File: config.mk
export PLATFORM = sky130hd
export DESIGN_NAME = aes_shiftmix_stage
export DESIGN_NICKNAME = d
export VERILOG_FILES = /design/src/rtl/aes_shiftmix_stage.sv
export SDC_FILE = /design/constraint.sdc
export NUM_CORES = 1
export LEC_CHECK = 0
export BUFFER_PORTS_ARGS = -buffer_cell sky130_fd_sc_hd__buf_2
export CORE_ASPECT_RATIO = 1.5
export CORE_MARGIN = 2
export CORE_UTILIZATION = 50
export CTS_BUF_LIST = sky130_fd_sc_hd__clkbuf_4
export DETAILED_ROUTE_END_ITERATION = 8
export PLACE_DENSITY = 0.73
export SYNTH_ARGS = -nofsm -noshare
export SYNTH_HDL_FRONTEND = slang
export SYNTH_SLANG_ARGS = --single-unit
File: constraint.sdc
create_clock -name clk -period 30.1 [get_ports clk]
set_clock_uncertainty 0.2 [all_clocks]
set_input_delay 6.02 -clock clk [delete_from_list [all_inputs] [get_ports clk]]
set_output_delay 6.02 -clock clk [all_outputs]
set_load 0.005 [all_outputs]
File: src/rtl/aes_shiftmix_stage.sv
// AES round stage after SubBytes: ShiftRows on capture, then a column-serial
// MixColumns + AddRoundKey pass (one column per cycle), with valid/ready on both sides.
module aes_shiftmix_stage (
  input  logic         clk,
  input  logic         rst,
  input  logic         in_valid,
  output logic         in_ready,
  input  logic [127:0] in_state,
  input  logic [127:0] in_key,
  input  logic         in_last,
  output logic         out_valid,
  input  logic         out_ready,
  output logic [127:0] out_state
);

  typedef enum logic [1:0] {StIdle, StBusy, StDone} state_e;

  state_e       state_q, state_d;
  logic [1:0]   col_q, col_d;
  logic [127:0] work_q, work_d;
  logic [127:0] key_q, key_d;
  logic         last_q, last_d;
  logic [127:0] out_state_q, out_state_d;

  logic [31:0]  col_in, key_col, col_new;
  logic [127:0] work_upd;

  function automatic logic [7:0] xtime(input logic [7:0] x);
    return {x[6:0], 1'b0} ^ (x[7] ? 8'h1b : 8'h00);
  endfunction

  // Byte 0 of a column (row 0) sits in the most significant position.
  function automatic logic [31:0] mix_col(input logic [31:0] a);
    logic [7:0] a0, a1, a2, a3;
    logic [7:0] b0, b1, b2, b3;
    a0 = a[31:24];
    a1 = a[23:16];
    a2 = a[15:8];
    a3 = a[7:0];
    b0 = xtime(a0) ^ xtime(a1) ^ a1 ^ a2 ^ a3;
    b1 = a0 ^ xtime(a1) ^ xtime(a2) ^ a2 ^ a3;
    b2 = a0 ^ a1 ^ xtime(a2) ^ xtime(a3) ^ a3;
    b3 = xtime(a0) ^ a0 ^ a1 ^ a2 ^ xtime(a3);
    return {b0, b1, b2, b3};
  endfunction

  function automatic logic [127:0] shift_rows(input logic [127:0] s);
    logic [127:0] res;
    res = '0;
    for (int c = 0; c < 4; c++) begin
      for (int r = 0; r < 4; r++) begin
        res[127 - 8 * (4 * c + r) -: 8] = s[127 - 8 * (4 * ((c + r) % 4) + r) -: 8];
      end
    end
    return res;
  endfunction

  // Column datapath: read column col_q, transform it, write it back in place.
  always_comb begin
    col_in   = work_q[127:96];
    key_col  = key_q[127:96];
    unique case (col_q)
      2'd0: begin col_in = work_q[127:96]; key_col = key_q[127:96]; end
      2'd1: begin col_in = work_q[95:64];  key_col = key_q[95:64];  end
      2'd2: begin col_in = work_q[63:32];  key_col = key_q[63:32];  end
      2'd3: begin col_in = work_q[31:0];   key_col = key_q[31:0];   end
      default: ;
    endcase
    col_new  = (last_q ? col_in : mix_col(col_in)) ^ key_col;
    work_upd = work_q;
    unique case (col_q)
      2'd0: work_upd[127:96] = col_new;
      2'd1: work_upd[95:64]  = col_new;
      2'd2: work_upd[63:32]  = col_new;
      2'd3: work_upd[31:0]   = col_new;
      default: ;
    endcase
  end

  always_comb begin
    state_d     = state_q;
    col_d       = col_q;
    work_d      = work_q;
    key_d       = key_q;
    last_d      = last_q;
    out_state_d = out_state_q;
    unique case (state_q)
      StIdle: begin
        if (in_valid) begin
          work_d  = shift_rows(in_state);
          key_d   = in_key;
          last_d  = in_last;
          col_d   = 2'd0;
          state_d = StBusy;
        end
      end
      StBusy: begin
        work_d = work_upd;
        col_d  = col_q + 2'd1;
        if (col_q == 2'd3) begin
          out_state_d = work_upd;
          col_d       = 2'd0;
          state_d     = StDone;
        end
      end
      StDone: begin
        if (out_ready) state_d = StIdle;
      end
      default: state_d = StIdle;
    endcase
  end

  always_ff @(posedge clk or posedge rst) begin
    if (rst) begin
      state_q     <= StIdle;
      col_q       <= 2'd0;
      work_q      <= '0;
      key_q       <= '0;
      last_q      <= 1'b0;
      out_state_q <= '0;
    end else begin
      state_q     <= state_d;
      col_q       <= col_d;
      work_q      <= work_d;
      key_q       <= key_d;
      last_q      <= last_d;
      out_state_q <= out_state_d;
    end
  end

  assign in_ready  = (state_q == StIdle);
  assign out_valid = (state_q == StDone);
  assign out_state = out_state_q;

endmodule

# ---- Yosys cells after proc, flatten, opt, wreduce, memory -nomap -nowiden
# Index checks and enable logic that the tools add are counted.
# W data, S select, Z words.
dict set report totals {
  reg_bits 389
}
dict set report classes {
  n_addsub 1
  mux 20
  n_eq_ne 8
  n_bitwise 21
  reduce_logical 7
}
# op n
set ops {}
lappend ops {{$pmux W128 S2} 1}
lappend ops {{$pmux W32 S4} 2}
lappend ops {{$mux W32} 5}
lappend ops {{$mux W128} 1}
lappend ops {{$xor A8 B8 Y8} 16}
lappend ops {{$xor A32 B32 Y32} 1}
lappend ops {{$xor A8 B5 Y8} 4}
lappend ops {{$mux W5} 4}
lappend ops {{$mux W2} 5}
lappend ops {{$eq A2 B2 Y1 const B} 3}
lappend ops {{$pmux W2 S3} 1}
lappend ops {{$reduce_and A2 Y1} 3}
lappend ops {{$eq A2 B1 Y1 const B} 2}
lappend ops {{$logic_not A2 Y1} 2}
lappend ops {{$ne A2 B2 Y1 const B} 2}
lappend ops {{$pmux W2 S2} 1}
lappend ops {{$reduce_and A3 Y1} 1}
lappend ops {{$add A2 B1 Y2 const B} 1}
lappend ops {{$ne A2 B1 Y1 const B} 1}
lappend ops {{$reduce_bool A2 Y1} 1}

# ---- Longest topological paths before layout
dict set report depth {
  depth_word 12
  ltp_mapped 13
  ltp_nobuf 9
}

# ---- Least setup slack after synthesis
# OpenSTA, ideal clock, no wires.
dict set report synth_path {
  path_type {input to register}
  start {in in_valid}
  end {reg work_q[32]}
  stages 7
  t_arrival_ps 7178
  slack_ps 22644
  path_cell_list {nand2_1 > nand2_1 > o21a_1 > clkbuf_1 > clkbuf_1 > o22ai_1 > a21oi_1}
}
dict set report synth_between {
  elab_chain_len 2
}
# item line
set synth_lines {}
lappend synth_lines {{start, declared} 6} ;# input logic in_valid,
lappend synth_lines {{$ne A2 B2 Y1 (no source line)} n/a}
lappend synth_lines {{$reduce_and A2 Y1 (no source line)} n/a}
lappend synth_lines {{end signal, assigned} 124} ;# work_q <= work_d;
lappend synth_lines {{end, declared} 20} ;# logic [127:0] work_q, work_d;
# Every way passes these cells.
# A chain may end at the register's enable or synchronous reset.

# ---- Worst setup path in the final report
dict set report layout_path {
  start {reg state_q[0]}
  end {out in_ready}
}
dict set report layout_between {
  elab_chain_len 1
}
# item line
set layout_lines {}
lappend layout_lines {{start, declared} 18} ;# state_e state_q, state_d;
lappend layout_lines {{start signal, assigned} 115} ;# state_q <= StIdle;
lappend layout_lines {{start signal, assigned} 122} ;# state_q <= state_d;
lappend layout_lines {{$logic_not A2 Y1} 131} ;# assign in_ready = (state_q == StIdle);
lappend layout_lines {{end, declared} 7} ;# output logic in_ready,
# Every way passes these cells.

==> flow_metrics.tcl <==
set metrics [dict create \
    critPathMaxFanout 4 \
    end_kind "output pin" \
    crit_path_start_kind "flip-flop" \
    syn_nets 2466 \
    grt_overflow 0 \
    yosysWarnings 0 \
    clock-sinks 389 \
    reg2reg_from "col_q[1]" \
    rrSetupSlack_ps 24780 \
    port_buffers 390 \
    synth_seq_cells 389 \
    violations "DRC" \
    outcome "finished with violations" \
    cpPeakStageDelay_ps 440 \
    clk_pin_slew_ps 70 \
    wl_per_cell_um 23.8 \
    synth_top_cell_area_share_pct 48.8 \
    clk_path_buf_depth 3 \
    synth_ff_type "dfrtp_1" \
    critical_path_class "flip-flop to output pin" \
    dieArea_um2 41500 \
    hp-start "out_state[17]" \
    grt_pass1_vias 18500 \
    mostFrequentLayoutCells "nand2_1 (479), buf_2 (390), dfrtp_1 (388)" \
    hold_class "flip-flop to flip-flop" \
    via_count 19200 \
    h-tree-depth 3 \
    required_ps 23880 \
    min_path_cells 2 \
    path_delay_family "simple AND/OR/NAND/NOR gates" \
    root_buffer "clkbuf_4" \
    mostFrequentLayoutCell "nand2_1" \
    hold_end "out_state[17]" \
    drt-initial-drc-count 2648 \
    netlist_top_cells_area "dfrtp_1 (49%), nand2_1 (9.1%), xnor2_1 (5.3%)" \
    fp-row-count 89 \
    maxCapViolCount 0 \
    avgSynthCellArea_um2 9.07 \
    drcViolationCount 6 \
    finalWorstSetupSlack_ps 21990 \
    hold_buffers 0 \
    grt_first_pass_wirelength_um 109000 \
    clock.fmax_mhz 123 \
    synth.distinct_cells 52 \
    worstSetupStartpoint "state_q[0]" \
    setup_tns_ps 0 \
    initial_utilization_pct 50.7 \
    cts_resized 0 \
    synth-async-reset-ratio_pct 100 \
    drt_first_pass_iters 9 \
    reg2reg_to "work_q[112]" \
    path_cells "nor2_1, buf_2" \
    area_growth_pct 16.7 \
    slew_viol_final 0 \
    rr_worst_depth 10 \
    post-route-period-util_pct 26.9 \
    drive_above_1_share_pct 22.7 \
    fin_nets 2796 \
    core_um2 39300 \
    wl_um 73700 \
    synthCells 2200 \
    die_h_um 249 \
    synthesis.area_um2 19900 \
    ys_seq_area_share_pct 48.8 \
    drtAntennaViolNets 0 \
    worst_slew_pin_slew_ps 1370 \
    cp_num_buf_inv 1 \
    hpwl_um 51100 \
    period_minus_slack_ps 8110 \
    slew-limit-headroom_pct 8.44 \
    synth_edf_count 0 \
    rsz0062_at_grt "false" \
    grt_use_total_pct 34.3 \
    dp_slack_ps 21450 \
    hold_violations 0 \
    critical_path.slowest_cell "nor2_1" \
    cts_buffers 91 \
    io_pins 391 \
    antenna_found_initial 2 \
    gp_congestion 0.949 \
    post_cts_buffers 0 \
    setup_viol 0 \
    cp.arrival_ps 1890 \
    clock_latency_ps 820 \
    synth_top_cell_by_area "dfrtp_1" \
    cts_tree "built" \
    routed_via_density 6.20 \
    grt_max_degree 176 \
    die_width_um 167 \
]
==> worst reg2reg max path, cell delays in order, from the launching register on <==
cell      delay, ps
dfrtp_1         430
inv_1           180
ha_4            570
buf_4           740
a222oi_1        470
xor2_1          260
a21oi_1         700
xnor3_1         360
mux2i_1          90
xnor2_1         890
o21ai_0         240
==> registers in the layout, indices dropped and copies added (netlist names) <==
name and flops:
col_q 2, key_q 128, last_q 1, out_state 128
state_q 2, work_q 128
==> cells by family (layout without fill, tap and decap cells) <==
logic type / Yosys count / in the layout / synth area share (%)
and+or+nand+nor: 697 / 697 / 14.8
other: 0 / 3 / 0
muxes: 33 / 33 / 1.72
buffers and inverters: 205 / 601 / 3.90
xor gates and xnor gates: 201 / 201 / 9.88
AOI/OAI and AO/OA: 670 / 670 / 20.6
DFF: 389 / 389 / 48.8
adders and majority gates: 5 / 5 / 0.314
==> worst max-delay path by stage <==
stage,end,slack (ps),cells past startpoint
floorplan,col_q[0],13070,1
global placement,work_q[33],21550,6
detailed placement,work_q[1],21450,6
CTS,in_ready,21970,2
global route,in_ready,21980,2
finish,in_ready,21990,2
==> routing by layer <==
metal	track usage [%]	vias to the layer above	part of all wire, %
li1	-	8420	-
met1	41.7	9226	35
met2	55.6	1307	48
met3	7.00	254	9.9
met4	22.1	0	7.1
met5	0	-	0
==> cell usage after synthesis, types with 21 or more instances <==
cell type  count
dfrtp_1      389
nor3b_1       54
clkbuf_1     168
nor2_1        99
nand2_1      481
a22oi_1       52
xnor2_1      121
xor2_1        65
a222oi_1      64
o21ai_0      191
a21oi_1      200
o22ai_1       78
a221oi_1      21
mux2i_1       23
nand3_1       22
o21ai_1       23
==> area by class of cell <==
type                    instances  area [um2]
diodes                          3        7.51
flip-flops and latches        389        9740
inverters                      14        61.3
fillers                      3551       16000
clock buffers                 127         953
well taps                     500         626
repair buffers                428        2250
clock inverters                32         164
multi-input cells            1606        9490
==> stage by stage <==
step | util, % | instances | area [um2] | hold slack (ps)
after floorplan | - | 2200 | 19900 | 240
after global placement | 56.4 | 2937 | 22200 | 253
after detailed placement | 56.4 | 2937 | 22200 | 262
after CTS | 59.2 | 3096 | 23300 | 277
after global routing | 59.2 | 3098 | 23300 | 294
final | 59.2 | 3099 | 23300 | 275
Power is not shown: default switching activity piles up to over one toggle a cycle in this logic, so the estimate is an artifact.
